<file path="config.mk">
export PLATFORM = sky130hd
export DESIGN_NAME = ktane_timer
export DESIGN_NICKNAME = d
export VERILOG_FILES = /design/src/rtl/ktane_timer_pkg.sv /design/src/rtl/ktane_timer_bcd_to_sevseg.sv /design/src/rtl/ktane_timer.sv
export SDC_FILE = /design/constraint.sdc
export NUM_CORES = 1
export LEC_CHECK = 0
export CAP_MARGIN = 20
export CORE_AREA = 3 3 137 153
export CTS_BUF_LIST = sky130_fd_sc_hd__clkbuf_2 sky130_fd_sc_hd__clkbuf_4 sky130_fd_sc_hd__clkbuf_8
export CTS_CLUSTER_DIAMETER = 100
export DETAILED_ROUTE_END_ITERATION = 12
export DIE_AREA = 0 0 140 156
export GPL_TIMING_DRIVEN = 0
export PLACE_DENSITY = 0.45
export SLEW_MARGIN = 20
export SYNTH_ARGS = -nofsm -noshare
export SYNTH_HDL_FRONTEND = slang
export SYNTH_SLANG_ARGS = --single-unit
</file>
<file path="constraint.sdc">
create_clock -name clock -period 3.27 [get_ports clock]
set_input_delay 0.327 -clock clock [delete_from_list [all_inputs] [get_ports clock]]
set_output_delay 0.327 -clock clock [all_outputs]
set_load 0.05 [all_outputs]
</file>
<file path="src/rtl/ktane_timer_pkg.sv">
// Shared definitions for the KTANE countdown timer: FSM states, register
// offsets, the BCD count layout and the active-low seven-segment glyphs.
package ktane_timer_pkg;

    typedef enum logic [1:0] {
        ST_IDLE    = 2'd0,
        ST_RUN     = 2'd1,
        ST_EXPIRED = 2'd2
    } state_t;

    // M:SS in BCD; minutes 0-9, tens 0-5, ones 0-9
    typedef struct packed {
        logic [3:0] min;
        logic [3:0] tens;
        logic [3:0] ones;
    } count_t;

    localparam logic [15:0] DEFAULT_BASE_ADDR = 16'hFF10;

    localparam logic [15:0] OFF_LOAD   = 16'd0;
    localparam logic [15:0] OFF_CTRL   = 16'd1;
    localparam logic [15:0] OFF_STRIKE = 16'd2;

    // Segment order {g,f,e,d,c,b,a}, 0 = lit
    localparam logic [6:0] SEG_BLANK = 7'b1111111;
    localparam logic [6:0] SEG_0     = 7'b1000000;
    localparam logic [6:0] SEG_1     = 7'b1111001;
    localparam logic [6:0] SEG_2     = 7'b0100100;
    localparam logic [6:0] SEG_3     = 7'b0110000;
    localparam logic [6:0] SEG_4     = 7'b0011001;
    localparam logic [6:0] SEG_5     = 7'b0010010;
    localparam logic [6:0] SEG_6     = 7'b0000010;
    localparam logic [6:0] SEG_7     = 7'b1111000;
    localparam logic [6:0] SEG_8     = 7'b0000000;
    localparam logic [6:0] SEG_9     = 7'b0010000;

    // Clamp each BCD digit of a LOAD word to its legal range
    function automatic count_t load_saturate(input logic [11:0] raw);
        count_t c;
        c.min  = (raw[11:8] > 4'd9) ? 4'd9 : raw[11:8];
        c.tens = (raw[7:4]  > 4'd5) ? 4'd5 : raw[7:4];
        c.ones = (raw[3:0]  > 4'd9) ? 4'd9 : raw[3:0];
        return c;
    endfunction

    // One-second BCD decrement with borrow; caller guarantees c != 0:00
    function automatic count_t bcd_decrement(input count_t c);
        count_t r;
        r = c;
        if (c.ones != 4'd0) begin
            r.ones = c.ones - 4'd1;
        end else begin
            r.ones = 4'd9;
            if (c.tens != 4'd0) begin
                r.tens = c.tens - 4'd1;
            end else begin
                r.tens = 4'd5;
                r.min  = c.min - 4'd1;
            end
        end
        return r;
    endfunction

endpackage

</file>
<file path="src/rtl/ktane_timer_bcd_to_sevseg.sv">
// BCD digit to active-low seven-segment glyph; non-decimal codes blank.
module bcd_to_sevseg
    import ktane_timer_pkg::*;
(
    input  logic [3:0] bcd,
    output logic [6:0] seg
);

    // Pure lookup of the glyph for one digit
    always_comb begin
        case (bcd)
            4'd0:    seg = SEG_0;
            4'd1:    seg = SEG_1;
            4'd2:    seg = SEG_2;
            4'd3:    seg = SEG_3;
            4'd4:    seg = SEG_4;
            4'd5:    seg = SEG_5;
            4'd6:    seg = SEG_6;
            4'd7:    seg = SEG_7;
            4'd8:    seg = SEG_8;
            4'd9:    seg = SEG_9;
            default: seg = SEG_BLANK;
        endcase
    end

endmodule

</file>
<file path="src/rtl/ktane_timer.sv">
// Memory-mapped M:SS countdown timer with strike-accelerated ticking,
// registered read port and registered seven-segment digit outputs.
module ktane_timer
    import ktane_timer_pkg::*;
#(
    parameter int unsigned CLK_HZ    = 50_000_000,
    parameter logic [15:0] BASE_ADDR = DEFAULT_BASE_ADDR
) (
    input  logic        clock,
    input  logic        reset,
    input  logic        we,
    input  logic [15:0] addr,
    input  logic [15:0] data,
    output logic [15:0] q,
    output logic [6:0]  timer_sevseg1,
    output logic [6:0]  timer_sevseg2,
    output logic [6:0]  timer_sevseg3,
    output logic        expired
);

    localparam int unsigned PW = (CLK_HZ > 1) ? $clog2(CLK_HZ) : 1;

    state_t        state, state_next;
    count_t        count, count_ticked;
    logic [PW-1:0] presc, period_m1;
    logic [1:0]    strikes;
    logic          running;
    logic          sel_load, sel_ctrl, sel_strike;
    logic          load_wr, ctrl_wr, strike_wr, stop_wr, tick;
    logic [6:0]    seg_ones, seg_tens, seg_min;
    logic          unused_data;

    assign sel_load   = (addr == (BASE_ADDR + OFF_LOAD));
    assign sel_ctrl   = (addr == (BASE_ADDR + OFF_CTRL));
    assign sel_strike = (addr == (BASE_ADDR + OFF_STRIKE));

    assign load_wr   = we && sel_load;
    assign ctrl_wr   = we && sel_ctrl;
    assign strike_wr = we && sel_strike;
    assign stop_wr   = ctrl_wr && !data[0];

    // Upper data bits carry no register fields
    assign unused_data = ^data[15:12];

    // Each strike halves the period; comparing with >= makes a shortened
    // period take effect immediately when the prescaler is already past it.
    assign period_m1 = PW'(32'(CLK_HZ >> strikes) - 32'd1);

    // A LOAD or a stop request in the same cycle swallows the tick
    assign tick = running && (presc >= period_m1) && !load_wr && !stop_wr;

    // Saturate at 0:00 rather than wrapping
    assign count_ticked = (count == '0) ? count : bcd_decrement(count);

    // FSM state register
    always_ff @(posedge clock or negedge reset) begin
        if (!reset) begin
            state <= ST_IDLE;
        end else begin
            // NOTE: sequential state uses <= so every flop samples pre-edge values.
            state <= state_next;
        end
    end

    // FSM next-state: CPU control writes and terminal tick
    always_comb begin
        // NOTE: default first so no path leaves state_next unassigned (no latch).
        state_next = state;
        case (state)
            ST_IDLE: begin
                if (ctrl_wr && data[0]) begin
                    state_next = (count == '0) ? ST_EXPIRED : ST_RUN;
                end
            end
            ST_RUN: begin
                if (stop_wr) begin
                    state_next = ST_IDLE;
                end else if (tick && (count_ticked == '0)) begin
                    state_next = ST_EXPIRED;
                end
            end
            ST_EXPIRED: begin
                if (ctrl_wr && data[1]) begin
                    state_next = ST_IDLE;
                end
            end
            default: state_next = ST_IDLE;
        endcase
    end

    // FSM outputs decoded from the current state
    always_comb begin
        running = (state == ST_RUN);
        expired = (state == ST_EXPIRED);
    end

    // Count and prescaler: LOAD beats tick, tick beats counting
    always_ff @(posedge clock or negedge reset) begin
        if (!reset) begin
            count <= '0;
            presc <= '0;
        end else if (load_wr) begin
            count <= load_saturate(data[11:0]);
            presc <= '0;
        end else if (tick) begin
            count <= count_ticked;
            presc <= '0;
        end else if (running && !stop_wr) begin
            presc <= presc + PW'(1);
        end
    end

    // Strike register; code 3 collapses to 2
    always_ff @(posedge clock or negedge reset) begin
        if (!reset) begin
            strikes <= 2'd0;
        end else if (strike_wr) begin
            strikes <= (data[1:0] == 2'd3) ? 2'd2 : data[1:0];
        end
    end

    // Registered read port, updated every cycle whatever we is
    always_ff @(posedge clock or negedge reset) begin
        if (!reset) begin
            q <= 16'h0000;
        end else if (sel_load || sel_ctrl) begin
            q <= {expired, running, strikes, count};
        end else if (sel_strike) begin
            q <= {14'd0, strikes};
        end else begin
            q <= 16'h0000;
        end
    end

    bcd_to_sevseg u_seg_ones (.bcd(count.ones), .seg(seg_ones));
    bcd_to_sevseg u_seg_tens (.bcd(count.tens), .seg(seg_tens));
    bcd_to_sevseg u_seg_min  (.bcd(count.min),  .seg(seg_min));

    // Display registers trail the count by one cycle
    always_ff @(posedge clock or negedge reset) begin
        if (!reset) begin
            timer_sevseg1 <= SEG_0;
            timer_sevseg2 <= SEG_0;
            timer_sevseg3 <= SEG_0;
        end else begin
            timer_sevseg1 <= seg_ones;
            timer_sevseg2 <= seg_tens;
            timer_sevseg3 <= seg_min;
        end
    end

endmodule

</file>
==> results of run 1 <==
-- routing by layer --
| layer | wire length, um | up-vias | GRT usage |
|---|---|---|---|
| met5 | 0 | - | 0 |
| met4 | 244 | 0 | 0.0466 |
| met3 | 394 | 16 | 0.0212 |
| met2 | 6850 | 62 | 0.223 |
| met1 | 5380 | 1907 | 0.138 |
| li1 | - | 1950 | - |
-- flip-flops by register name, indices dropped and copies added (netlist names) --
signal	flops
state	2
timer_sevseg3	7
strikes	2
timer_sevseg1	7
presc	26
count	12
timer_sevseg2	7
q	16
-- cell type report --
cell class / count / area, um^2 / share of cell area
Inverter: 24 / 97.6 / 0.0162
Timing Repair Buffer: 80 / 788 / 0.131
Clock buffer: 10 / 138 / 0.0229
Multi-Input combinational cell: 383 / 2530 / 0.421
Sequential cell: 79 / 1980 / 0.330
Clock inverter: 6 / 67.6 / 0.0112
Tap cell: 252 / 315 / 0.0524
Buffer: 19 / 93.8 / 0.0156
-- timing repair --
item,CTS,global route
endpoints found under the setup margin,40,24
pin swaps,1,2
buffers inserted,4,7
endpoints found under the hold margin,29,0
hold buffers,1,0
resized for setup,6,10
-- cells in the final DEF, fill, tap and decap left out, types with 6 or more instances in the layout --
master           netlist  final
nor3_1                13     13
ha_1                  36     36
clkbuf_1              15     13
buf_4                  0     13
nand3_1               13     13
nand4_1               11     11
a21oi_1               34     33
nand3b_1               6      6
o21ai_0               38     38
nand2_1               37     36
inv_1                 23     21
clkdlybuf4s50_1        0     66
clkbuf_8               0     10
xnor2_1               16     16
a31oi_1               11     11
xor2_1                 8      8
nor2_1                53     51
and3_1                 9      9
dfrtp_1               76     74
and2_1                18     18
-- power breakdown --
part	internal (uW)	total, uW	switching [uW]
Clock	378	789	411
Sequential	977	977	0.455
Combinational	42.0	83.0	41.0
-- stage by stage --
stage / cells / util / hold slack (ns) / area [um^2]
final: 853 / 0.307 / 0.282 / 6010
after global routing: 853 / 0.307 / 0.300 / 6010
after CTS: 846 / 0.303 / 0.269 / 5930
after detailed placement: 826 / 0.290 / 0.296 / 5680
after global placement: 825 / 0.289 / 0.492 / 5650
after floorplan: 506 / - / 0.0314 / 4670
-- logic make-up after synthesis --
kind of cell / share of synthesized area
muxes: 0.0180
DFF: 0.425
other: 0.00161
adders and majority gates: 0.0987
AOI/OAI and AO/OA: 0.141
buffers and inverters: 0.0394
xor gates and xnor gates: 0.0451
and+or+nand+nor: 0.231
-- worst max-delay path: cells and delay by family (launching register included) --
family	cells	cell delay (ns)
flops	1	0.46
compound gates	5	0.97
simple gates	4	0.61
fa+ha+maj	1	0.31
buf+inv	5	0.73
-- final timing paths --
| path | from | cells after the start | slack (ns) | end |
|---|---|---|---|---|
| setup / recovery | strikes[0] | 15 | 0.11 | presc[2] |
| hold / removal | we | 3 | 0.28 | strikes[1] |
| setup reg to reg | strikes[0] | 15 | 0.11 | presc[2] |
| hold reg to reg | presc[25] | 1 | 0.50 | presc[25] |
| max in group asynchronous | reset | 3 | 2.21 | timer_sevseg2[6] |
| min in group asynchronous | reset | 2 | 0.42 | timer_sevseg2[3] |
==> flow_metrics.env, run 1 <==
export IMPL_outcome="completed"
export IMPL_n_antenna_cell=0
export IMPL_io_pins=73
export IMPL_die_w_um=140
export IMPL_wl_um=12900
export IMPL_cpMaxStageDelayCell="dfrtp_2"
export IMPL_netlist_area_um2=4660
export IMPL_start_util=0.238
export IMPL_grt_pass1_wl_um=21000
export IMPL_cts_sinks=79
export IMPL_netlist_top_cells_count="dfrtp_1 (76), nor2_1 (53), o21ai_0 (38)"
export IMPL_yosys_most_used_dff="dfrtp_1"
export IMPL_synth_distinct_cells=64
export IMPL_leakage_uw=0.00255
export IMPL_tightest_slew_ns=0.694
export IMPL_tritoncts="built"
export IMPL_ys_seq_elements=79
export IMPL_gp_congestion=0.812
export IMPL_grt_use_total=0.121
export IMPL_cts_buffers=9
export IMPL_cp_arrival_ns=3.47
export IMPL_port_buffers=67
export IMPL_slew_headroom=0.534
export IMPL_syn_inst=505
export IMPL_hp_class="input pin to flip-flop"
export IMPL_crit_fanout=10
export IMPL_antenna_found_initial=0
export IMPL_layout_drive_gt1_share=0.116
export IMPL_clock_latency_ns=0.39
export IMPL_drv_slew=0
export IMPL_ys_seq_area_frac=0.425
export IMPL_max_freq_mhz=317
export IMPL_core_um2=19600
export IMPL_rows=54
export IMPL_drcViolationCount=0
export IMPL_grt_pass1_vias=4043
export IMPL_tns_ns=0
export IMPL_cts_root_buffer="clkbuf_8"
export IMPL_pwr_density_cell_nw_per_um2=307
export IMPL_maxCapViolCount=0
export IMPL_area_growth_pct=29.0
export IMPL_crit_chain="clkinvlp_4 -> nand2_2 -> inv_1 -> ha_1 -> a21oi_1 -> o21ai_0 -> a311oi_1 -> o41ai_2 -> a21o_2 -> and2_1 -> buf_6 -> or2_1 -> buf_4 -> buf_6 -> nor2_1"
export IMPL_drtPass1Iterations=4
export IMPL_max_stage_delay_ns=0.46
export IMPL_grt_ovfl_total=0
export IMPL_vias_per_cell=4.61
export IMPL_worstPathRequired_ns=3.59
export IMPL_crit_type="flip-flop to flip-flop"
export IMPL_avgSynthCellArea_um2=9.23
export IMPL_ys_top_cells_by_area="dfrtp_1 (41%), ha_1 (9.7%), nor2_1 (4.3%), o21ai_0 (4.1%), a21oi_1 (3.6%)"
export IMPL_setup_viol=0
export IMPL_finalNetCount=667
export IMPL_crit_path_end_kind="flip-flop"
export IMPL_synth_warnings=0
export IMPL_startpoint_type="flip-flop"
export IMPL_final_hold_viol_count=0
export IMPL_yosysTopAreaCell="dfrtp_1"
export IMPL_layout_setup_ws_ns=0.111
export IMPL_clock_path_buffers=2
export IMPL_clkTransAtPathRegs_ns=0.09
export IMPL_synth_edf_count=0
export IMPL_preCtsSetupSlack_ns=-0.658
export IMPL_routedWlPerCell_um=15.1
export IMPL_clock_skew_ns=0.0166
export IMPL_p_total_uw=1850
export IMPL_yosysMostFrequentCell="dfrtp_1"
export IMPL_max_vdd_ir_drop_mv=0.153
export IMPL_die_area_um2=21800
export IMPL_drt_iter0_markers=205
export IMPL_netlist_area_leader_share=0.408
export IMPL_fillers=2050
export IMPL_min_period_ns=3.16
export IMPL_rsz0062_at_grt="true"
export IMPL_grt_max_degree=49
export IMPL_final_period_utilization=0.966
export IMPL_dieHeight_um=156
export IMPL_synthArstFlopShare=1.00
export IMPL_dp_hpwl_um=9830
export IMPL_path_common_cell="buf_6"
export IMPL_cts_max_level=3
export IMPL_final_antenna_net_count=0
export IMPL_vias=3935
Power figures use the tool's default switching activity.
==> run 2, diff against run 1 <==
--- a/config.mk
+++ b/config.mk
@@ -13,6 +13,7 @@
 export DIE_AREA = 0 0 140 156
 export GPL_TIMING_DRIVEN = 0
 export PLACE_DENSITY = 0.45
+export SKIP_LAST_GASP = 1
 export SLEW_MARGIN = 20
 export SYNTH_ARGS = -nofsm -noshare
 export SYNTH_HDL_FRONTEND = slang
==> results of run 2 <==
Final layout, timing and power as in run 1 (identical DEF).
==> run 3, diff against run 2 <==
--- a/config.mk
+++ b/config.mk
@@ -6,13 +6,13 @@
 export NUM_CORES = 1
 export LEC_CHECK = 0
 export CAP_MARGIN = 20
-export CORE_AREA = 3 3 137 153
+export CORE_AREA = 3 3 92 102
 export CTS_BUF_LIST = sky130_fd_sc_hd__clkbuf_2 sky130_fd_sc_hd__clkbuf_4 sky130_fd_sc_hd__clkbuf_8
 export CTS_CLUSTER_DIAMETER = 100
 export DETAILED_ROUTE_END_ITERATION = 12
-export DIE_AREA = 0 0 140 156
+export DIE_AREA = 0 0 95 105
 export GPL_TIMING_DRIVEN = 0
-export PLACE_DENSITY = 0.45
+export PLACE_DENSITY = 0.84
 export SKIP_LAST_GASP = 1
 export SLEW_MARGIN = 20
 export SYNTH_ARGS = -nofsm -noshare
==> run 3 against run 2 <==
- first-iteration DRC count rose by 12%
- fmax rose by 1.4%
- clock skew fell by 0.0058 ns
- critical path type unchanged
- critical endpoint is now presc[22]
- largest cell class unchanged
==> flow_metrics.env, run 3 (synthesized netlist as in run 1, its figures left out) <==
export IMPL_outcome="completed"
export IMPL_drcViolationCount=0
export IMPL_die_w_um=95
export IMPL_vias_per_cell=5.84
export IMPL_finalNetCount=668
export IMPL_gp_congestion=0.915
export IMPL_core_um2=8450
export IMPL_clock_path_buffers=2
export IMPL_wl_um=11800
export IMPL_slew_headroom=0.587
export IMPL_cts_max_level=3
export IMPL_start_util=0.552
export IMPL_drtPass1Iterations=5
export IMPL_vias=4159
export IMPL_clock_skew_ns=0.0108
export IMPL_preCtsSetupSlack_ns=-0.473
export IMPL_fillers=616
export IMPL_rows=35
export IMPL_grt_use_total=0.242
export IMPL_antenna_found_initial=0
export IMPL_drt_iter0_markers=230
export IMPL_hp_class="input pin to flip-flop"
export IMPL_final_hold_viol_count=0
export IMPL_grt_max_degree=50
export IMPL_crit_path_end_kind="flip-flop"
export IMPL_final_period_utilization=0.953
export IMPL_tightest_slew_ns=0.614
export IMPL_dp_hpwl_um=8550
export IMPL_grt_pass1_vias=4073
export IMPL_layout_drive_gt1_share=0.120
export IMPL_die_area_um2=9980
export IMPL_cp_arrival_ns=3.41
export IMPL_routedWlPerCell_um=16.5
export IMPL_n_antenna_cell=0
export IMPL_pwr_density_cell_nw_per_um2=307
export IMPL_layout_setup_ws_ns=0.154
export IMPL_dieHeight_um=105
export IMPL_internal_power_uw=1370
export IMPL_p_total_uw=1810
export IMPL_p_comb_frac=0.046
export IMPL_crit_type="flip-flop to flip-flop"
export IMPL_p_switching_uw=434
export IMPL_grt_pass1_wl_um=19300
export IMPL_leakage_uw=0.00255
export IMPL_reg_top3="presc x26, q x16, count x12"
export IMPL_cts_sinks=79
export IMPL_final_common_cell="dfrtp_1"
export IMPL_setup_viol=0
export IMPL_cts_root_buffer="clkbuf_8"
export IMPL_min_period_ns=3.12
export IMPL_startpoint_type="flip-flop"
export IMPL_seqPwrFrac=0.541
export IMPL_grt_ovfl_total=0
export IMPL_drv_slew=0
export IMPL_p_sw_frac=0.240
export IMPL_io_pins=73
export IMPL_tritoncts="built"
export IMPL_hold_ws_ns=0.315
export IMPL_largest_reg_flops=26
export IMPL_area_growth_pct=26.1
export IMPL_worstPathRequired_ns=3.56
export IMPL_maxCapViolCount=0
export IMPL_layout_common_cells="dfrtp_1 (74), clkdlybuf4s50_1 (66), nor2_1 (52)"
export IMPL_clkTransAtPathRegs_ns=0.08
export IMPL_crit_fanout=10
export IMPL_max_vdd_ir_drop_mv=0.230
export IMPL_cts_buffers=9
export IMPL_port_buffers=67
export IMPL_final_antenna_net_count=0
export IMPL_multiInputGateArea_um2=2580
export IMPL_clock_latency_ns=0.37
export IMPL_register_area_um2=1980
export IMPL_post_route_util=0.696
export IMPL_max_freq_mhz=321
export IMPL_clkPwrFrac=0.413
export IMPL_largest_register="presc"
-- run 3: worst paths after layout --
path                       slack, ns          endpoint  depth (start not counted)  startpoint
hold reg to reg                 0.52         presc[25]                          1   presc[25]
setup reg to reg                0.15         presc[22]                         15  strikes[1]
min in group asynchronous       0.44  timer_sevseg3[3]                          2       reset
setup / recovery                0.15         presc[22]                         15  strikes[1]
max in group asynchronous       2.21  timer_sevseg2[6]                          3       reset
hold / removal                  0.32        strikes[1]                          3          we
-- run 3: area by class of cell --
cell class	instances	share of cell area
clock inverter	6	0.0119
buffer	19	0.0166
timing repair buffer	81	0.135
sequential	79	0.337
inverter	24	0.0160
clock buffer	9	0.0211
tap	111	0.0236
multi-input combinational	383	0.438
-- run 3: power groups by stage --
stage / clock network (uW) / logic, uW / registers (uW)
2_1_floorplan: 0 / 13.5 / 997
3_3_place_gp: 0 / 75.2 / 997
3_5_place_dp: 0 / 81.5 / 996
4_1_cts: 746 / 83.1 / 977
5_1_grt: 794 / 90.8 / 977
6_report: 747 / 82.4 / 977
-- run 3: metrics by stage --
stage	TNS, ns	instance area (um^2)	cells
floorplan	0	4670	506
global placement	-64.03	5480	684
detailed placement	-12.47	5500	685
CTS	0	5720	701
global route	-0.0748	5880	712
finish	0	5880	712
-- run 3: layer usage --
layer / up-vias / GRT usage / wire [um]
met5: - / 0 / 0
met3: 41 / 0.0389 / 654
li1: 1951 / - / -
met2: 187 / 0.428 / 6250
met4: 0 / 0.109 / 415
met1: 1980 / 0.282 / 4460
-- run 3: critical path: stages, from the launching register on --
cell	delay [ns]
dfrtp_2	0.44
clkinvlp_4	0.18
nand2_1	0.17
inv_1	0.09
ha_1	0.30
a21oi_1	0.14
o21ai_0	0.13
a311oi_2	0.30
o41ai_2	0.11
a21o_2	0.24
and2_1	0.17
buf_6	0.14
or2_1	0.22
buf_6	0.15
buf_6	0.14
nor2_1	0.10
-- run 3: repair_timing --
| action | 4_1_cts | 5_1_grt |
|---|---|---|
| endpoints found under the setup margin | 40 | 35 |
| setup buffers | 1 | 11 |
| resized for setup | 4 | 17 |
| endpoints found under the hold margin | 29 | 0 |
| hold buffers | 1 | 0 |
| pin swaps | 1 | 5 |
